$ cat src/rtl/deser_pkg.sv
// Shared constants and helpers for the SDR deserializer.
package deser_pkg;

  localparam int unsigned DESER_MIN_WIDTH = 2;
  localparam int unsigned DESER_MAX_WIDTH = 8;

  // Bit counter width for a given word width: ceil(log2(width)), at least 1.
  function automatic int unsigned deser_cnt_w(input int unsigned width);
    int unsigned w;
    for (w = 1; (32'd1 << w) < width; w++) begin
    end
    return w;
  endfunction

endpackage

$ cat src/rtl/deser_bitcnt.sv
// Bit position counter: counts enabled edges 0..last and wraps explicitly at last.
module deser_bitcnt #(
  parameter int unsigned CNT_W = 3,
  parameter int unsigned LAST  = 7
) (
  input  logic clk,
  input  logic rst_n,
  input  logic en,
  input  logic hold,
  output logic wrap_c
);

  logic [CNT_W-1:0] cnt;

  assign wrap_c = (cnt == CNT_W'(LAST));

  // Explicit wrap so non-power-of-two widths never visit out-of-range values.
  always_ff @(posedge clk or negedge rst_n) begin
    if (!rst_n) begin
      cnt <= '0;
    end else if (en && !hold) begin
      cnt <= wrap_c ? '0 : cnt + CNT_W'(1);
    end
  end

endmodule

$ cat src/rtl/deser_sdr.sv
// Single-data-rate serial-to-parallel deserializer with bitslip word alignment.
module deser_sdr
  import deser_pkg::*;
#(
  parameter int unsigned           DATA_WIDTH = 8,
  parameter logic [DATA_WIDTH-1:0] INIT_Q     = {DATA_WIDTH{1'b0}}
) (
  input  logic                  CLK,
  input  logic                  RSTN,
  input  logic                  CE,
  input  logic                  D,
  input  logic                  BITSLIP,
  output logic [DATA_WIDTH-1:0] Q,
  output logic                  VALID,
  output logic                  SLIP_BUSY
);

  localparam int unsigned CNT_W = deser_cnt_w(DATA_WIDTH);

  if (DATA_WIDTH < DESER_MIN_WIDTH || DATA_WIDTH > DESER_MAX_WIDTH) begin : g_bad_width
    $error("deser_sdr: DATA_WIDTH must be in 2..8");
  end

  // Only the bits that can still land in a future word are kept; the oldest
  // shifted-out bit never reaches Q.
  logic [DATA_WIDTH-2:0] sr;
  logic [DATA_WIDTH-1:0] word_c;
  logic                  lock;
  logic                  slip_acc_c;
  logic                  wrap_c;

  assign word_c     = {sr, D};
  assign slip_acc_c = CE && BITSLIP && !lock;
  assign SLIP_BUSY  = lock;

  deser_bitcnt #(
    .CNT_W (CNT_W),
    .LAST  (DATA_WIDTH - 1)
  ) u_bitcnt (
    .clk    (CLK),
    .rst_n  (RSTN),
    .en     (CE),
    .hold   (slip_acc_c),
    .wrap_c (wrap_c)
  );

  // A slip wins over word completion: the counter holds and the word is skipped.
  always_ff @(posedge CLK or negedge RSTN) begin
    if (!RSTN) begin
      sr    <= '0;
      lock  <= 1'b0;
      Q     <= INIT_Q;
      VALID <= 1'b0;
    end else begin
      VALID <= 1'b0;
      if (CE) begin
        sr <= word_c[DATA_WIDTH-2:0];
        if (slip_acc_c) begin
          lock <= 1'b1;
        end else if (wrap_c) begin
          Q     <= word_c;
          VALID <= 1'b1;
          lock  <= 1'b0;
        end
      end
    end
  end

endmodule

$ cat config.mk
export PLATFORM = sky130hd
export DESIGN_NAME = deser_sdr
export DESIGN_NICKNAME = d
export VERILOG_FILES = /design/src/rtl/deser_pkg.sv /design/src/rtl/deser_bitcnt.sv /design/src/rtl/deser_sdr.sv
export SDC_FILE = /design/constraint.sdc
export NUM_CORES = 1
export LEC_CHECK = 0
export BUFFER_PORTS_ARGS = -buffer_cell sky130_fd_sc_hd__buf_2
export CAP_MARGIN = 5
export CORE_AREA = 2 2 44 46
export CTS_BUF_LIST = sky130_fd_sc_hd__clkbuf_16
export DETAILED_ROUTE_END_ITERATION = 8
export DIE_AREA = 0 0 46 48
export GPL_ROUTABILITY_DRIVEN = 0
export PLACE_DENSITY = 0.77
export SETUP_SLACK_MARGIN = 0.05
export SLEW_MARGIN = 25
export SYNTH_ARGS = -nofsm -noshare
export SYNTH_HDL_FRONTEND = slang
export SYNTH_SLANG_ARGS = --single-unit
$ cat constraint.sdc
create_clock -name CLK -period 3.93 [get_ports CLK]
set_clock_uncertainty 0.15 [all_clocks]
set_input_delay 0.1965 -clock CLK [delete_from_list [all_inputs] [get_ports CLK]]
set_output_delay 0.1965 -clock CLK [all_outputs]
set_load 0.01 [all_outputs]
==> results.cfg, run 1 <==
[floorplan]
core_area_mm2 = 0.00169
pin_count = 15
die_area_mm2 = 0.00221
dieHeight_um = 48
die_x_um = 46
start_util = 0.480
row_count = 15

[logic_synthesis]
synthTopCellsByCount = dfrtp_1 (20), mux2_2 (10), mux2_4 (8), ha_1 (2)
synthesis.nets = 55
netlist_instances = 48
seq_area_frac_synth = 0.617
async_reset_ff_frac = 1.00
ys.warnings.count = 0
synth_area_um2 = 811
yosys_most_used_dff = dfrtp_1
synth_area_per_cell_um2 = 16.9
synth_area_leaders = dfrtp_1 (62%), mux2_4 (15%), mux2_2 (14%)
yosysMostFrequentCell = dfrtp_1
synth_top_area_share = 0.617
ys_ff_latch = 20
synth_top_area_cell = dfrtp_1
synth_cell_type_count = 12
synth_edf_count = 0

[cts]
hold_buffers = 1
cts.reportedPaths.clkPinSlew_ns = 0.06
cts_resized = 0
cts_buffer_depth = 2
cts_inserted_buffers = 3
clk_latency_ns = 0.25
cts_max_level = 1
cts-root-buf = clkbuf_16
cts.sinks = 20
postCtsSetupRepairBufs = 0
cts_tree = built

[min_path]
min_from = D
hold_path.class = in2reg
hold_path_end = Q[0]
whs_path_depth = 2

[finish]
finalNonFillerCells = 82
n_fill_cell = 145
antenna_cells = 0
drive_gt1_frac = 0.554
nets = 73
multiInputGateArea_um2 = 288
syn_to_final_growth_pct = 23.1
ff_latch_area_um2 = 500

[global_route]
grt_usage = 0.130
grt_max_degree = 21
grt_pass1_wl_um = 1810
antenna_found_initial = 0
grt_pass1_vias = 418
grt_overflow = 0

[place]
dpl.hpwl_um = 827
placedCellCount = 77
numPortBuffers = 14

[critical_path]
ff2ff_setup_slack_ns = 2.14
start_kind = flip-flop
worstSetupPathType = reg2reg
worstReg2RegEnd = Q[1]
crit_path_max_incr_delay_ns = 0.47
r2r-start = u_bitcnt.cnt[0]
worst_path_most_repeated_cell = ha_1
crit_path_top_delay_cell = o211a_1
critPathMaxFanout = 9
critical_path_arrival_ns = 1.77
reg2reg_depth = 4
critPathCaptureType = flip-flop
required_ns = 3.91
crit_chain = ha_1, ha_1, o211a_1, mux2_4

[sta]
hold_violations = 0
maxSlewHeadroom = 0.681
setup_tns_ns = 0
setup_viol = 0
tightest_slew_ns = 0.478
drv_slew = 0
finalCritPeriodShare = 0.455
period_needed_ns = 1.79
fmax_mhz = 560
hold_slack_ns = 0.0357
grt_setup_unrepaired = false

[routing]
drt-initial-drc-count = 2
drt-pass1-iter-count = 4
drcViolationCount = 0
postRouteAntennaNets = 0
vias = 445
vias_per_cell = 5.43
wire_per_inst_um = 14.2
drt-total-wl_um = 1170

[power_and_ir_drop]
ir_drop_uv = 539
power_density_mw_per_mm2 = 849
leakage_nw = 0.486

[flow_run]
drv_cap = 0

[run_status]
status = finished clean
[layout make-up]
type,instances,share of cell area
repair buffers,15,0.0802
clock buffers,3,0.0752
well taps,17,0.0213
inverters,1,0.00376
multi-input cells,25,0.288
clock inverters,1,0.0301
flip-flops and latches,20,0.501
[layout by cell type (no fill, tap or decap)]
master / count
dfrtp_1: 20
buf_2: 14
mux2_2: 10
mux2_4: 8
clkbuf_16: 3
ha_1: 2
inv_1: 1
o211a_1: 1
a21oi_1: 1
a31oi_1: 1
o21ai_0: 1
nor2_1: 1
bufinv_16: 1
dlygate4sd3_1: 1
[worst max-delay path by stage]
stage	endpoint	depth (start not counted)	slack (ns)	start
after global placement	Q[1]	4	2.21	u_bitcnt.cnt[0]
after CTS	Q[4]	4	2.14	u_bitcnt.cnt[0]
after floorplan	Q[0]	5	2.34	u_bitcnt.cnt[0]
final	Q[1]	4	2.14	u_bitcnt.cnt[0]
after detailed placement	Q[4]	4	2.14	u_bitcnt.cnt[0]
after global routing	Q[3]	4	2.09	u_bitcnt.cnt[0]
[flip-flops by register name (all words and copies together), names as in the netlist]
signal        count
Q                 8
u_bitcnt.cnt      3
SLIP_BUSY         1
sr                7
VALID             1
[logic make-up after synthesis]
kind of cell | after synthesis | share of synthesized area
DFF | 20 | 0.617
muxes | 18 | 0.287
AOI/OAI and AO/OA | 4 | 0.0324
buffers and inverters | 3 | 0.0278
adders and majority gates | 2 | 0.0309
and+or+nand+nor | 1 | 0.00463
[per-layer routing]
layer / GRT usage / wire length [um] / share of wire
met2: 0.200 / 571 / 0.49
met1: 0.141 / 489 / 0.42
met5: 0 / 0 / 0
met4: 0.0857 / 30 / 0.026
met3: 0.0679 / 74 / 0.064
[worst max-delay path: cells and delay by family, from the launching register on]
kind / cells / cell delay [ns]
compound gates: 1 / 0.47
flops: 1 / 0.36
fa+ha+maj: 2 / 0.35
mux: 1 / 0.34
[report_power, final]
part           total (W)  switching, W  leakage [nW]  internal [W]
registers       0.000337     0.0000486         0.239      0.000289
logic           0.000233     0.0000899         0.196      0.000143
clock network   0.000277     0.0000753        0.0511      0.000202
total           0.000847      0.000214         0.486      0.000634
[per-stage QoR]
stage	setup WS (ns)	total power, W	utilization	instance area (um^2)
final	2.14	0.000847	0.591	998
after CTS	2.14	0.000859	0.591	998
after global routing	2.09	0.000896	0.591	998
after global placement	2.21	0.000568	0.523	883
after floorplan	2.34	0.000500	-	811
after detailed placement	2.14	0.000580	0.523	883
(Power assumes the default switching activity.)
==> inputs of run 2 (changes only) <==
- CORE_AREA: 2 2 44 46 -> 2 2 45 47
- DIE_AREA: 0 0 46 48 -> 0 0 47 49
- clock period: 3.93 -> 1.5 ns (I/O delays scaled with it)
==> run 2 against run 1 <==
The run now ends with setup timing left. Global-route usage is 0.24 points higher. Via count is 5.2% higher. Sequential power grew to 2.7 times the previous value. Cell count is 22% higher. Combinational power grew to 3.1 times the previous value. Highest routed layer is now met3.
==> results.cfg, run 2 (same netlist as run 1, synthesis figures left out) <==
[run_status]
status = finished, violations left
violations = setup timing

[routing]
drt-initial-drc-count = 3
drcViolationCount = 0
drt-pass1-iter-count = 3
postRouteAntennaNets = 0
drt-total-wl_um = 1390
vias_per_cell = 4.68
wire_per_inst_um = 13.9
vias = 468

[sta]
drv_slew = 0
hold_slack_ns = 0.141
period_needed_ns = 1.51
finalCritPeriodShare = 1.01
grt_setup_unrepaired = true
setup_viol = 3
finalWorstSetupSlack_ns = -0.00928
fmax_mhz = 663
tightest_slew_ns = 0.433
hold_violations = 0
maxSlewHeadroom = 0.711

[critical_path]
critPathCaptureType = flip-flop
worstSetupPathType = reg2reg
critical_path_arrival_ns = 1.49
critPathMaxFanout = 5
start_kind = flip-flop
required_ns = 1.48

[finish]
top_regs = Q (8), sr (7), u_bitcnt.cnt (3)
n_fill_cell = 152
nets = 81
antenna_cells = 0
final_common_cell = dfrtp_1
drive_gt1_frac = 0.616
largest-register = Q
final_cell_mix = dfrtp_1 (20), buf_2 (14), mux2_2 (10)
largest_reg_flops = 8
syn_to_final_growth_pct = 36.7
ff_latch_area_um2 = 500
multiInputGateArea_um2 = 328
fin_util = 0.602
finalNonFillerCells = 100

[floorplan]
die_area_mm2 = 0.00230
die_x_um = 47
start_util = 0.440
pin_count = 15
row_count = 16
core_area_mm2 = 0.00184
dieHeight_um = 49

[cts]
cts.reportedPaths.clkPinSlew_ns = 0.06
cts_max_level = 1
cts.sinks = 20
cts_tree = built
cts_inserted_buffers = 3
clk_latency_ns = 0.25
cts-root-buf = clkbuf_16
cts_buffer_depth = 2

[power_and_ir_drop]
leakage_nw = 0.516
netSwitchingFraction = 0.260
power_density_mw_per_mm2 = 2130
power.switching_w = 0.000612
p_int_w = 0.00174
ir_drop_uv = 857
p_comb_frac = 0.311
p_seq_frac = 0.384
clkPwrFrac = 0.305

[global_route]
grt_usage = 0.133
grt_overflow = 0
antenna_found_initial = 0
grt_max_degree = 21
grt_pass1_wl_um = 2090
grt_pass1_vias = 454

[min_path]
hold_path.class = in2reg

[flow_run]
drv_cap = 0

[place]
numPortBuffers = 14
placedCellCount = 90
==> run 2: cell count changes in the layout (fill, tap and decap cells not counted) <==
cell,before,now
dlygate4sd3_1,1,3
ha_4,0,1
ha_1,2,0
buf_4,0,5
o211a_4,0,2
ha_2,0,1
o211a_1,1,0
==> run 2: area by class of cell <==
cell class	instances	share of cell area
sequential	20	0.451
multi-input combinational	26	0.296
timing repair buffer	22	0.124
clock buffer	3	0.0677
tap	27	0.0305
clock inverter	1	0.0271
inverter	1	0.00339
==> run 2: critical path: stages (launching register included) <==
cell and delay (ns):
dfrtp_1 0.36, ha_2 0.19, ha_4 0.15, o211a_4 0.22, mux2_4 0.31
==> run 2: worst paths after layout <==
path,cells past startpoint,endpoint,slack [ns],startpoint
min in group asynchronous,2,Q[5],0.15,RSTN
worst max register to register,4,Q[1],-0.009,u_bitcnt.cnt[0]
max in group asynchronous,2,sr[0],0.75,RSTN
worst max-delay path,4,Q[1],-0.009,u_bitcnt.cnt[0]
worst min-delay path,3,SLIP_BUSY,0.14,CE
worst min register to register,1,Q[7],0.35,sr[6]
==> run 2: routing by layer <==
layer / routed length [um] / GRT usage / part of all wire
met3: 38 / 0.0370 / 0.027
met1: 612 / 0.182 / 0.44
met2: 736 / 0.196 / 0.53
met4: 0 / 0.0509 / 0
met5: 0 / 0 / 0
==> run 2: per-stage QoR <==
step           setup slack, ns  instance area [um^2]  setup TNS [ns]  power (W)
4_1_cts                -0.0124                  1100         -0.0272    0.00236
3_5_place_dp            -0.212                   933           -1.65    0.00158
6_report              -0.00928                  1110         -0.0213    0.00236
5_1_grt                -0.0537                  1110          -0.212    0.00249
2_1_floorplan          -0.0109                   826         -0.0870    0.00134
3_3_place_gp            -0.194                   933           -1.51    0.00154
==> run 2: what timing repair did <==
| item | 4_1_cts | 5_1_grt |
|---|---|---|
| cloned | 1 | 0 |
| hold buffers | 3 | 0 |
| setup buffers | 1 | 1 |
| setup endpoints to repair | 8 | 11 |
| endpoints found under the hold margin | 23 | 0 |
| resized for setup | 3 | 0 |
==> run 2: power by group through the flow <==
stage | Sequential [W] | Combinational [W] | Clock [W]
detailed placement | 0.000907 | 0.000673 | 0
global route | 0.000928 | 0.000796 | 0.000766
CTS | 0.000907 | 0.000721 | 0.000730
finish | 0.000905 | 0.000733 | 0.000719
floorplan | 0.000941 | 0.000398 | 0
global placement | 0.000894 | 0.000641 | 0
